$ cat config.mk
export PLATFORM = sky130hd
export DESIGN_NAME = sar_adc_ctrl
export DESIGN_NICKNAME = d
export VERILOG_FILES = /design/src/rtl/sar_adc_pkg.sv /design/src/rtl/sar_cycle_timer.sv /design/src/rtl/sar_adc_ctrl.sv
export SDC_FILE = /design/constraint.sdc
export NUM_CORES = 1
export LEC_CHECK = 0
export BUFFER_PORTS_ARGS = -buffer_cell sky130_fd_sc_hd__buf_4
export CORE_MARGIN = 2
export CORE_UTILIZATION = 30
export CTS_CLUSTER_DIAMETER = 120
export CTS_CLUSTER_SIZE = 8
export DETAILED_ROUTE_END_ITERATION = 10
export HOLD_SLACK_MARGIN = 0.1
export SETUP_SLACK_MARGIN = 0.4
export SLEW_MARGIN = 20
export SYNTH_ARGS = -nofsm -noshare
export SYNTH_HDL_FRONTEND = slang
export SYNTH_HIERARCHICAL = 1
export SYNTH_SLANG_ARGS = --single-unit
$ cat constraint.sdc
create_clock -name clk -period 6.3 [get_ports clk]
set_input_delay 1.26 -clock clk [delete_from_list [all_inputs] [get_ports clk]]
set_output_delay 1.26 -clock clk [all_outputs]
set_load 0.02 [all_outputs]
$ cat src/rtl/sar_adc_pkg.sv
// sar_adc_pkg: shared state encoding and default sizing for the SAR ADC controller.
package sar_adc_pkg;
    localparam int N_BITS_DEF = 8;
    localparam int SAMPLE_CYCLES_DEF = 4;
    localparam int SETTLE_CYCLES_DEF = 1;
    typedef enum logic [2:0] {IDLE, SAMPLE, SETTLE, DECIDE, DONE} sar_state_t;
endpackage

$ cat src/rtl/sar_cycle_timer.sv
// sar_cycle_timer: loadable down-counter with zero flag, shared by the sample and settle phases.
module sar_cycle_timer #(
    parameter int W = 2
) (
    input  logic         clk,
    input  logic         rst_n,
    input  logic         load,
    input  logic [W-1:0] load_val,
    output logic         zero
);
    logic [W-1:0] cnt;
    always_ff @(posedge clk or negedge rst_n) begin
        if (!rst_n) cnt <= '0;
        else if (load) cnt <= load_val;
        else if (cnt != '0) cnt <= cnt - 1'b1;
    end
    assign zero = (cnt == '0);
endmodule

$ cat src/rtl/sar_adc_ctrl.sv
// sar_adc_ctrl: successive-approximation sequencer; samples, walks trial codes MSB first,
// and publishes the resolved code on a held result bus with a one-cycle done pulse.
module sar_adc_ctrl
    import sar_adc_pkg::*;
#(
    parameter int N_BITS = N_BITS_DEF,
    parameter int SAMPLE_CYCLES = SAMPLE_CYCLES_DEF,
    parameter int SETTLE_CYCLES = SETTLE_CYCLES_DEF
) (
    input  logic              clk,
    input  logic              rst_n,
    input  logic              start,
    input  logic              cont,
    input  logic              abort,
    input  logic              cmp_in,
    output logic              sample_en,
    output logic [N_BITS-1:0] dac_code,
    output logic              busy,
    output logic              done,
    output logic [N_BITS-1:0] result
);
    localparam int TMAX = SAMPLE_CYCLES > SETTLE_CYCLES ? SAMPLE_CYCLES : SETTLE_CYCLES;
    localparam int TW = $clog2(TMAX + 1);
    localparam int KW = $clog2(N_BITS);
    localparam logic [TW-1:0] SAMPLE_LOAD = TW'(SAMPLE_CYCLES - 1);
    localparam logic [TW-1:0] SETTLE_LOAD = TW'(SETTLE_CYCLES > 0 ? SETTLE_CYCLES - 1 : 0);
    localparam logic [KW-1:0] K_TOP = KW'(N_BITS - 1);
    localparam logic [N_BITS-1:0] MSB = {1'b1, {(N_BITS-1){1'b0}}};
    // with no settle time a new trial goes straight to the comparator decision
    localparam sar_state_t TRIAL_ST = SETTLE_CYCLES > 0 ? SETTLE : DECIDE;

    sar_state_t state, state_n;
    logic [KW-1:0] k, k_n;
    logic [N_BITS-1:0] dac_n, result_n, trial;
    logic sample_en_n, done_n, t_load, t_zero;
    logic [TW-1:0] t_val;

    sar_cycle_timer #(.W(TW)) u_timer (
        .clk(clk), .rst_n(rst_n), .load(t_load), .load_val(t_val), .zero(t_zero)
    );

    always_comb begin
        state_n = state;
        k_n = k;
        dac_n = dac_code;
        result_n = result;
        sample_en_n = 1'b0;
        done_n = 1'b0;
        t_load = 1'b0;
        t_val = SAMPLE_LOAD;
        trial = dac_code;
        trial[k] = cmp_in;
        if (abort && state inside {SAMPLE, SETTLE, DECIDE}) begin
            state_n = IDLE;
            dac_n = '0;
        end else begin
            case (state)
                IDLE: if (start) begin
                    state_n = SAMPLE;
                    sample_en_n = 1'b1;
                    t_load = 1'b1;
                end
                SAMPLE: if (t_zero) begin
                    state_n = TRIAL_ST;
                    k_n = K_TOP;
                    dac_n = MSB;
                    t_load = 1'b1;
                    t_val = SETTLE_LOAD;
                end else sample_en_n = 1'b1;
                SETTLE: if (t_zero) state_n = DECIDE;
                DECIDE: if (k == '0) begin
                    state_n = DONE;
                    done_n = 1'b1;
                    dac_n = trial;
                    result_n = trial;
                end else begin
                    state_n = TRIAL_ST;
                    dac_n = trial | (N_BITS'(1) << (k - 1'b1));
                    k_n = k - 1'b1;
                    t_load = 1'b1;
                    t_val = SETTLE_LOAD;
                end
                DONE: begin
                    dac_n = '0;
                    state_n = cont ? SAMPLE : IDLE;
                    sample_en_n = cont;
                    t_load = cont;
                end
                default: state_n = IDLE;
            endcase
        end
    end

    always_ff @(posedge clk or negedge rst_n) begin
        if (!rst_n) begin
            state <= IDLE;
            k <= '0;
            sample_en <= 1'b0;
            dac_code <= '0;
            busy <= 1'b0;
            done <= 1'b0;
            result <= '0;
        end else begin
            state <= state_n;
            k <= k_n;
            sample_en <= sample_en_n;
            dac_code <= dac_n;
            busy <= (state_n != IDLE);
            done <= done_n;
            result <= result_n;
        end
    end
endmodule
# After elaboration in Yosys (flattened, before gate mapping)
# Cells that the tools add are included.
[totals] register_bits=28 inputBits=6 output_inout_bits=19 wordCells=70
[classes] n_addsub=2 n_lt_le_gt_ge=2 eq_ne=7 shift=1 n_mux=34 n_bitwise=2 reduce_logical=14
[ops] op="$mux 3" n=9
[ops] op="$mux 8" n=3
[ops] op="$pmux 8 s3" n=1
[ops] op="$pmux 3 s5" n=1
[ops] op="$mux 1" n=11
[ops] op="$logic_not 3->1" n=3
[ops] op="$reduce_bool 3->1" n=3
[ops] op="$bwmux 8" n=1
[ops] op="$or 8x8->8" n=1
[ops] op="$shl 1x3->8 const A" n=1
[ops] op="$eq 3x2->1 const B" n=2
[ops] op="$mux 2" n=3
[ops] op="$pmux 3 s2" n=1
[ops] op="$sub 3x1->3 const B" n=2
[ops] op="$lt 3x4->1 const B" n=1
[ops] op="$ne 2x2->1 const B" n=2
[ops] op="$pmux 1 s4" n=1
[ops] op="$pmux 2 s2" n=1
[ops] op="$reduce_and 4->1" n=1
[ops] op="$reduce_bool 2->1" n=2
[ops] op="$reduce_bool 4->1" n=1
[ops] op="$demux 1 s3" n=1
[ops] op="$eq 3x1->1 const B" n=1
[ops] op="$eq 3x3->1 const B" n=1
[ops] op="7 further kinds" n=8

# Longest topological paths before layout
# Gate-level depths: netlist (run 1).
[depth] depth_word=9 mapped_depth=9 mapped_depth_nobuf=9

# Hierarchy
# Netlist (run 1), hierarchy kept.
[by_module_without_submodules] module="sar_adc_ctrl" n_inst=1 cells_per_inst=136 area_each_um2=1386.3 seq_area_each_um2=625.6
[by_module_without_submodules] module="sar_cycle_timer" n_inst=1 cells_per_inst=21 area_each_um2=201.4 seq_area_each_um2=75.1

# Worst setup path after synthesis (run 1)
# Ideal clock, no wire load.
[synth_path] path_type="in2reg" start="input port abort" end="register u_timer.cnt[0]" setup_ns=0.104 arrival_time_ns=2.297 required_time_ns=6.196 path_slack_ns=3.899 path_stages=6 n_path_buf=0 path_cell_list="nor3b_4 > o21a_1 > o21ai_2 > nand2_1 > nor2b_1 > a221oi_1"
[synth_between] elab_chain_len=3 elab_cells_between_ends=5 classes_between="mux: 3; reduce/logical: 2"
[synth_rtl] element="from (decl)" line_no="sar_adc_ctrl.sv:14" rtl="input logic abort,"
[synth_rtl] element="$logic_and 1x1->1" line_no="sar_adc_ctrl.sv:53" rtl="if (abort && state inside {SAMPLE, SETTLE, DECIDE}) begin"
[synth_rtl] element="$mux 2" line_no="sar_adc_ctrl.sv:53"
[synth_rtl] element="named net t_val[0]" line_no="sar_adc_ctrl.sv:36" rtl="logic [TW-1:0] t_val;"
[synth_rtl] element="$mux 3" line_no="sar_cycle_timer.sv:14" rtl="else if (load) cnt <= load_val;"
[synth_rtl] element="to (signal assigned)" line_no="sar_cycle_timer.sv:14"
[synth_rtl] element="to (signal assigned)" line_no="sar_cycle_timer.sv:15" rtl="else if (cnt != '0) cnt <= cnt - 1'b1;"
[synth_rtl] element="to (decl)" line_no="sar_cycle_timer.sv:11" rtl="logic [W-1:0] cnt;"
# The timed path passes the listed nets, and every way through them passes these cells.
# A chain may end at the register's enable or synchronous reset.

# Worst setup path after layout (run 1)
# Same ends and word-level chain as after synthesis.

==> results of run 1 <==
Yosys cell counts, drive strengths merged:
master    n  area (um2)
mux2i    10         100
nand3     3        27.5
dfrtp    28         701
a22o      7        61.3
ha        7        87.6
nor3      3        15.0
o211ai    1        12.5
a22oi     1        7.51
a221oi    1        8.76
nor2      5        18.8
inv      14        52.6
nor3b     5        48.8
buf       6        32.5
or3b      1        8.76
nor4b     2        17.5
conb      1        3.75
nand2b    2        20.0
o2bb2ai   1        8.76
o21a      1        7.51
a31oi     3        18.8
clkbuf    2        17.5
nand2    13        48.8
a21oi     6        41.3
o21ai    17        92.6
mux2      1        11.3
a311oi    1        8.76
or3       1        11.3
and2      2        12.5
nor2b     4        25.0
a21o      2        15.0
or2b      1        7.51
nand3b    5        37.5
per-stage QoR:
step                      power, mW  setup WS, ns  instances
after floorplan               0.425          3.90        157
after global placement        0.471          3.67        243
final                         0.608          3.91        247
after detailed placement      0.472          3.60        243
after CTS                     0.617          3.90        247
after global routing          0.656          3.69        247
registers in the layout (all words and copies together) (netlist names):
| register | count |
|---|---|
| busy | 1 |
| k | 3 |
| u_timer/cnt | 3 |
| sample_en | 1 |
| result | 8 |
| state | 3 |
| dac_code | 8 |
| done | 1 |
critical path, stage by stage:
cell and delay (ns):
buf_4 0.13, nor3b_4 0.34, o21a_1 0.21, o21ai_2 0.09, nand2_1 0.18, nor2b_1 0.07
a221oi_1 0.28
per-layer routing:
metal	global-route usage [%]	part of all wire, %	vias to the layer above
met3	0.706	1.7	4
met2	16.6	43	14
met1	15.7	54	524
li1	-	-	587
met4	3.82	1.4	0
met5	0	0	-
final cells by class:
type                    instances  area, um2
fillers                       513       3230
multi-input cells             107        785
flip-flops and latches         28        701
repair buffers                 24        180
well taps                      70       87.6
inverters                      14       52.6
clock buffers                   3       41.3
clock inverters                 1       30.0
kinds of logic (layout without fill, tap and decap cells):
kind of cell | after synthesis | count (layout) | share of synthesized area (%)
multiplexers | 11 | 11 | 7.01
buffers and inverters | 22 | 42 | 6.46
AO/OA/AOI/OAI | 41 | 41 | 17.8
flip-flops | 28 | 28 | 44.1
other | 1 | 1 | 0.236
adder cells (fa/ha/maj) | 7 | 7 | 5.52
AND/OR/NAND/NOR | 47 | 47 | 18.8
worst paths after layout:
check | startpoint | slack (ns) | end | cells after the start
worst min register to register | result[0]$_DFFE_PN0P_ | 0.49 | result[0]$_DFFE_PN0P_ | 2
min in group asynchronous | rst_n | 0.88 | result[6]$_DFFE_PN0P_ | 1
worst min-delay path | result[0]$_DFFE_PN0P_ | 0.49 | result[0]$_DFFE_PN0P_ | 2
worst max-delay path | abort | 3.91 | u_timer/cnt[0]$_DFFE_PN0P_ | 7
worst max register to register | k[0]$_DFFE_PN0P_ | 3.92 | u_timer/cnt[0]$_DFFE_PN0P_ | 8
max in group asynchronous | rst_n | 5.15 | state[1]$_DFF_PN0_ | 1
report_power, final:
part | total (mW) | switching [mW] | internal [mW]
sequential | 0.259 | 0.0494 | 0.210
clock | 0.142 | 0.0570 | 0.0851
combinational | 0.207 | 0.109 | 0.0976
==> summary.md, run 1 <==
| Metric | Value |
|---|---|
| Status | `finished clean` |
| Leak | `about 0.91 nW` |
| Finished layout cell area | `1880 um2` |
| Io pins | `25` |
| Clk slew on worst S/H paths | `about 0.1 ns` |
| GRT overflow | `0` |
| Skew final | `0.00496 ns` |
| Syn Inst Count | `157` |
| Type of element launching the critical path | `primary input` |
| Detailed Route WL | `2970 um` |
| Slew margin rel. | `66.3%` |
| Pin count of the biggest net entering global routing | `29` |
| Final setup fails | `0` |
| Post-route ant nets | `0` |
| CTS Root Cell | `clkbuf_8` |
| Most common library cell in the layout ignoring fill and taps | `dfrtp_1` |
| Fin nets | `about 190` |
| Unrepaired setup endpoints after global routing | `false` |
| Max Slew Vio Count | `0` |
| Initial DRT Pass Iterations | `4` |
| Die extent in x | `76.8 um` |
| Antenna fix cells | `0` |
| Mean number of vias per cell | `between 4 and 5` |
| CP endpoint kind | `flop` |
| Port Buf Inserts | `24` |
| Die Ht | `76.8 um` |
| CP Class | `in -> reg` |
| Commonest cells after routing, fill and taps aside | `dfrtp_1 (28), buf_4 (24), inv_1 (14), o21ai_0 (14), nand2_1 (13)` |
| Worst-margin pin slew | `roughly 0.51 ns` |
| DR iter-0 viols | `between 50 and 60` |
| Via count | `around 1,100` |
| Global-route wire length before repair | `around 5200 um` |
| Rows | `26` |
| Post-CTS Hold Fix Bufs | `0` |
| Worst vdd ir | `0.117 mV` |
| Syn-to-layout area delta | `18.2%` |
| CTS tree | `built` |
| Fmax achieved | `0.419 GHz` |
| Final min period | `2.39 ns` |
| GRT Total Usage | `between 10% and 20%` |
| Syn_nets | `170` |
| DPL Wire Length | `~2200 um` |
| Final period util | `37.9%` |
| # H-tree levels | `1` |
| Synth unique cells | `40` |
| Clock Sinks | `28` |
| Initial antenna violation count | `0` |
| Clock Path Buffers | `2` |
| WL/cell | `between 10 and 15 um` |
| Hold Vio Cnt, Final | `0` |
| Max Cap Viol | `0` |
| Share of cells above drive strength 1 | `between 20% and 30%` |
| Sequential share of the synthesized area | `44.1%` |
| CTS Buf Count | `3` |
| Final Wtd Congestion | `0.761` |
| CP Max Fanout | `7` |
| CP required | `6.47 ns` |
| Yosys reg bits | `28` |
| Core area | `between 5000 and 6000 um2` |
| Worst-Skew Late Latency | `0.28 ns` |
| Utilization after layout | `between 30% and 40%` |
| Worst hold path class | `reg -> reg` |
| Die Area | `slightly below 6000 um2` |
| Avg Cell Area, Syn | `10.1 um2` |
| Syn Std Cell Area | `approximately 1600 um2` |
| Setup Fix Bufs, Post-CTS | `0` |
| Placed instance area | `1810 um2` |
| Warnings, synthesis | `6` |
| Fin Hold WS | `~0.5 ns` |
| Drt drc | `0` |
| PD cells | `324 nW/um2` |
| Effective utilization at floorplan | `between 30 and 40%` |
| Final setup TNS | `0 ns` |
| Data arrival, critical path | `2.56 ns` |
| Vias in the first global route | `just over 1,000` |
| Cts repair resizes | `0` |
No activity file was read; power rests on OpenSTA's default activity.
==> run 2, diff against run 1 <==
==> constraint.sdc (replaced) <==
create_clock -name clk -period 2.51 [get_ports clk]
set_input_delay 0.502 -clock clk [delete_from_list [all_inputs] [get_ports clk]]
set_output_delay 0.502 -clock clk [all_outputs]
set_load 0.02 [all_outputs]
==> run 2 against run 1 <==
Net effect:
- hold slack worse by 0.36 ns
- die area unchanged
- clock skew about the same
- first-iteration DRC count up 37%
- global-route usage up 0.44 points
- final cell count up 1.6%
- critical path depth up 2
- sequential cell count unchanged
- highest routed layer unchanged
- critical path type is now reg -> reg
- largest power group unchanged
- register-to-register slack worse by 3.3 ns
- clock-buffer cell count unchanged
- clock power up 150%
==> summary.md, run 2 (same netlist as run 1, synthesis figures left out) <==
| Metric | Value |
|---|---|
| R2R setup slack | `approximately 0.58 ns` |
| CP required | `approximately 2.7 ns` |
| Final setup fails | `0` |
| CTS tree | `built` |
| GRT overflow | `0` |
| Final period util | `about three quarters` |
| DPL Wire Length | `roughly 2300 um` |
| Clock Sinks | `28` |
| Syn-to-layout area delta | `21.3%` |
| Critical path's slowest cell | `dfrtp_1` |
| Die Ht | `76.8 um` |
| Antenna fix cells | `0` |
| Final min period | `approximately 1.9 ns` |
| Most numerous cell on the critical path | `inv_1` |
| Unrepaired setup endpoints after global routing | `false` |
| Fin nets | `195` |
| Non-Filler Instances | `between 200 and 300` |
| Mean number of vias per cell | `between 4 and 5` |
| Fillers | `approximately 500` |
| Pin count of the biggest net entering global routing | `29` |
| Placed instance area | `1840 um2` |
| Fin Hold WS | `0.127 ns` |
| CP Max Fanout | `7` |
| # H-tree levels | `1` |
| Die extent in x | `76.8 um` |
| Via count | `approximately 1,200` |
| Max Cap Viol | `0` |
| Core area | `roughly 5100 um2` |
| Status | `finished clean` |
| CP delay by family, top | `compound AO/OA/AOI/OAI gates` |
| Post-CTS Hold Fix Bufs | `0` |
| Data arrival, critical path | `approximately 2.1 ns` |
| Placed insts | `around 250` |
| Cells along the critical path | `inv_1, ha_1, nand2b_1, inv_1, o21a_1, o21ai_4, nand2_2, nor2b_1, a311oi_1` |
| Rows | `26` |
| Bufs and invs on worst path | `2` |
| Effective utilization at floorplan | `between 30% and 40%` |
| Type of element launching the critical path | `flop` |
| Worst hold path class | `in -> async` |
| Clock Path Buffers | `2` |
| Detailed Route WL | `3120 um` |
| Io pins | `25` |
| Clk slew on worst S/H paths | `0.10 ns` |
| Max Slew Vio Count | `0` |
| Port Buf Inserts | `24` |
| DR iter-0 viols | `70` |
| CTS Buf Count | `3` |
| Final setup TNS | `0 ns` |
| Initial antenna violation count | `0` |
| Final Wtd Congestion | `0.772` |
| Commonest cells after routing, fill and taps aside | `dfrtp_1 (28), buf_4 (28), inv_1 (14), o21ai_0 (14), nand2_1 (12)` |
| Worst-Skew Late Latency | `0.27 ns` |
| Slowest stage delay, CP | `around 0.4 ns` |
| Hold Vio Cnt, Final | `0` |
| Setup Fix Bufs, Post-CTS | `0` |
| CTS Root Cell | `clkbuf_8` |
| Finished layout cell area | `1930 um2` |
| PD cells | `812 nW/um2` |
| Utilization after layout | `about 38%` |
| Biggest regs | `dac_code x8, result x8` |
| GRT Total Usage | `between 10 and 15%` |
| Die Area | `a little under 6000 um2` |
| Share of cells above drive strength 1 | `around 24%` |
| Drt drc | `0` |
| Fmax achieved | `between 0.5 and 0.6 GHz` |
| Post-route ant nets | `0` |
| Worst vdd ir | `roughly 0.27 mV` |
| Initial DRT Pass Iterations | `4` |
| Skew final | `0.00532 ns` |
| CP endpoint kind | `flop` |
| Global-route wire length before repair | `~5400 um` |
| CP Class | `reg -> reg` |
| WL/cell | `between 10 and 15 um` |
| Leak | `0.926 nW` |
| Vias in the first global route | `approximately 1,100` |
run 2: changes by cell type in the layout (fill, tap and decap cells not counted), sizes merged:
| cell | before | now |
|---|---|---|
| buf | 24 | 28 |
run 2: what timing repair did:
| action | in CTS | in global routing |
|---|---|---|
| hold endpoints to repair | 0 | 0 |
| resized for setup | 0 | 4 |
| endpoints found under the setup margin | 0 | 2 |
run 2: power breakdown:
group          switching (mW)  internal [mW]  total (mW)  leakage, nW
Clock                   0.141          0.214       0.354       0.0357
Combinational           0.322          0.263       0.584        0.525
Sequential             0.0982          0.527       0.625        0.365
run 2: path summary, 6_finish.rpt:
path,startpoint,to,cells past startpoint
setup / recovery,u_timer/cnt[0]$_DFFE_PN0P_,u_timer/cnt[1]$_DFFE_PN0P_,9
hold / removal,rst_n,k[2]$_DFFE_PN0P_,1
setup reg to reg,u_timer/cnt[0]$_DFFE_PN0P_,u_timer/cnt[1]$_DFFE_PN0P_,9
hold reg to reg,result[3]$_DFFE_PN0P_,result[3]$_DFFE_PN0P_,2
max in group asynchronous,rst_n,dac_code[3]$_DFFE_PN0P_,1
min in group clk,result[3]$_DFFE_PN0P_,result[3]$_DFFE_PN0P_,2
run 2: through the flow:
stage               worst slack, ns  power [mW]
floorplan                     0.421        1.07
global placement              0.602        1.20
detailed placement            0.460        1.21
CTS                           0.452        1.57
global route                  0.430        1.68
finish                        0.581        1.56
run 2: final cells by class:
cell class	count	area [um2]	area share (%)
well taps	70	87.6	4.55
clock inverters	1	30.0	1.56
clock buffers	3	41.3	2.14
multi-input cells	107	803	41.7
inverters	14	52.6	2.73
repair buffers	28	210	10.9
flip-flops and latches	28	701	36.4
run 2: routing by layer:
| metal | up-vias | track usage, % | wire length [um] |
|---|---|---|---|
| met1 | 567 | 14.8 | 1550 |
| li1 | 596 | - | - |
| met3 | 5 | 0.941 | 72 |
| met2 | 19 | 18.8 | 1440 |
| met4 | 0 | 4.36 | 51 |
| met5 | - | 0 | 0 |
==> run 3, diff against run 2 <==
--- a/config.mk
+++ b/config.mk
@@ -5,6 +5,7 @@
 export SDC_FILE = /design/constraint.sdc
 export NUM_CORES = 1
 export LEC_CHECK = 0
+export ABC_AREA = 1
 export BUFFER_PORTS_ARGS = -buffer_cell sky130_fd_sc_hd__buf_4
 export CORE_MARGIN = 2
 export CORE_UTILIZATION = 30
==> constraint.sdc (replaced) <==
create_clock -name clk -period 2 [get_ports clk]
set_input_delay 0.4 -clock clk [delete_from_list [all_inputs] [get_ports clk]]
set_output_delay 0.4 -clock clk [all_outputs]
set_load 0.02 [all_outputs]
==> run 3 against run 2 <==
Net effect:
- synthesized cell count increased by 43%
- register-to-register slack got worse by 0.09 ns
- maximum frequency rose by 27%
- worst setup slack worse by 0.095 ns
- first-iteration DRC count is 23% higher
- wire length increased by 17%
- utilization grew 2.3 points
- sequential power grew 40%
- clock skew increased by 0.0033 ns
- total power grew 94%
- non-clock buffer count rose by 9
- largest power group is now combinational cells
==> summary.md, run 3 <==
| Metric | Value |
|---|---|
| Final min period | `1.51 ns` |
| Worst hold path class | `reg -> reg` |
| Biggest regs | `dac_code x8, result x8` |
| GRT overflow | `0` |
| Antenna fix cells | `0` |
| Avg Cell Area, Syn | `~7.3 um2` |
| Port Buf Inserts | `24` |
| Post-synth EDFFs | `0` |
| Die Area | `6080 um2` |
| Core area | `approximately 5200 um2` |
| Detailed Route WL | `3640 um` |
| Slowest stage delay, CP | `roughly 0.40 ns` |
| CP Class | `reg -> reg` |
| CP endpoint kind | `flop` |
| Utilization after layout | `approximately two fifths` |
| Post-synth top area share | `between 40% and 50%` |
| Dominant synthesized flop cell | `dfrtp_1` |
| Hold Vio Cnt, Final | `0` |
| Unrepaired setup endpoints after global routing | `true` |
| WL/cell | `roughly 11 um` |
| Warnings, synthesis | `6` |
| Clock Sinks | `28` |
| Critical path's slowest cell | `dfrtp_1` |
| Syn Std Cell Area | `roughly 1600 um2` |
| CP delay by family, top | `simple AND/OR/NAND/NOR gates` |
| Fin Hold WS | `~0.48 ns` |
| Clk slew on worst S/H paths | `0.10 ns` |
| CP required | `2.22 ns` |
| Pin count of the biggest net entering global routing | `29` |
| Syn-to-layout area delta | `27.1%` |
| Async S/R FF share, synth | `100%` |
| Commonest cells after routing, fill and taps aside | `nand2_1 (88), buf_4 (36), dfrtp_1 (27)` |
| Cells along the critical path | `inv_2, ha_4, nand2_4, nand2_1, nand2_2, nand2_4, nand2_4, o21ai_0, nand2_1, nand2_1` |
| Data arrival, critical path | `1.73 ns` |
| Type of element launching the critical path | `flop` |
| Commonest cells in the synthesized netlist | `nand2_1 (90), dfrtp_1 (28), inv_1 (25)` |
| Top post-synthesis cells by area | `dfrtp_1 (43%), nand2_1 (21%), nand3_1 (6.1%), inv_1 (5.7%), ha_1 (5.3%)` |
| Slew margin rel. | `between 60% and 70%` |
| Max Slew Vio Count | `0` |
| Die Ht | `77.9 um` |
| Rows | `26` |
| Yosys reg bits | `28` |
| GRT Total Usage | `between 10% and 20%` |
| Synth unique cells | `24` |
| Most common library cell in the layout ignoring fill and taps | `nand2_1` |
| DPL Wire Length | `roughly 2600 um` |
| Sequential share of the synthesized area | `approximately 43%` |
| Clock Path Buffers | `2` |
| Skew final | `approximately 0.0086 ns` |
| Vias in the first global route | `between 1,000 and 1,500` |
| Leak | `about 1.1 nW` |
| Cell taking the most area after synthesis | `dfrtp_1` |
| Initial DRT Pass Iterations | `4` |
| Via count | `1,489` |
| Fin nets | `around 280` |
| Syn_nets | `238` |
| Top-count cell post-synth | `nand2_1` |
| Fmax achieved | `about 0.66 GHz` |
| Final setup fails | `0` |
| Final period util | `75.7%` |
| Drt drc | `0` |
| Placed instance area | `1920 um2` |
| Worst vdd ir | `roughly 0.37 mV` |
| Mean number of vias per cell | `roughly 4.5` |
| CP Max Fanout | `9` |
| Effective utilization at floorplan | `between 30% and 40%` |
| CTS Buf Count | `3` |
| Syn Inst Count | `225` |
| Max Cap Viol | `0` |
| Final setup TNS | `0 ns` |
| DR iter-0 viols | `86` |
| PD cells | `~1500 nW/um2` |
| Worst-Skew Late Latency | `between 0.2 and 0.3 ns` |
| Post-route ant nets | `0` |
| Global-route wire length before repair | `~6200 um` |
| CTS Root Cell | `clkbuf_8` |
| Initial antenna violation count | `0` |
| R2R setup slack | `approximately 0.5 ns` |
| # H-tree levels | `1` |
| Die extent in x | `~78 um` |
| Share of cells above drive strength 1 | `between 20 and 30%` |
| Worst-margin pin slew | `0.529 ns` |
| Finished layout cell area | `2080 um2` |
| Bufs and invs on worst path | `1` |
| Status | `finished clean` |
| Io pins | `25` |
| CTS tree | `built` |
| Final Wtd Congestion | `0.869` |
[run 3: cell count changes after synthesis, moves of 7 or more]
cell and change:
nand2_1 +77, nand3_1 +18, inv_1 +11, mux2i_1 -10, nor2_1 +8, a22o_1 -7
[run 3: final timing paths]
path / depth (start not counted) / to / from
max in group asynchronous: 2 / state[1]$_DFF_PN0_ / rst_n
setup / recovery: 10 / u_timer/cnt[0]$_DFFE_PN0P_ / k[1]$_DFFE_PN0P_
hold / removal: 2 / result[3]$_DFFE_PN0P_ / result[3]$_DFFE_PN0P_
min in group asynchronous: 2 / k[0]$_DFFE_PN0P_ / rst_n
setup reg to reg: 10 / u_timer/cnt[0]$_DFFE_PN0P_ / k[1]$_DFFE_PN0P_
hold reg to reg: 2 / result[3]$_DFFE_PN0P_ / result[3]$_DFFE_PN0P_
[run 3: layer usage]
metal | track usage [%] | part of all wire, %
met2 | 20.5 | 46
met4 | 4.91 | 1.3
met1 | 16.9 | 49
met3 | 1.74 | 3.9
met5 | 0 | 0
[run 3: where the power goes]
group          total [mW]  internal, mW  switching (mW)
Sequential          0.872         0.744           0.128
Combinational        1.85         0.714            1.13
Clock               0.317         0.136           0.182
[run 3: kinds of logic (layout without fill, tap and decap cells)]
group,Yosys count,count (layout),share of synthesized area [%]
AND/OR/NAND/NOR,135,135,34.8
flip-flops,28,28,42.7
other,1,1,0.229
AO/OA/AOI/OAI,21,21,8.47
buffers and inverters,33,69,8.47
adder cells (fa/ha/maj),7,7,5.34
[run 3: cell type report]
type | count | area (um2)
Clock buffer | 3 | 41.3
Fill cell | 557 | 3120
Inverter | 29 | 113
Multi-Input combinational cell | 164 | 861
Sequential cell | 28 | 702
Tap cell | 70 | 87.6
Timing Repair Buffer | 37 | 280
[run 3: through the flow]
step | total power [mW] | cells | setup slack, ns
2_1_floorplan | 2.06 | 225 | 0.419
3_3_place_gp | 2.50 | 318 | 0.396
3_5_place_dp | 2.51 | 318 | 0.333
4_1_cts | 2.89 | 324 | 0.406
5_1_grt | 3.34 | 331 | 0.362
6_report | 3.04 | 331 | 0.486
[run 3: repair_timing]
action / CTS / global route
hold endpoints to repair: 28 / 0
hold buffers: 1 / 0
gates resized for setup: 4 / 8
buffers inserted: 2 / 7
cloned: 0 / 0
endpoints found under the setup margin: 3 / 9
pin swaps: 2 / 4
[run 3: tightest hold or removal path: stages (launching register included)]
cell     delay, ns
dfrtp_1       0.36
nand2_1       0.05
nand2_1       0.05
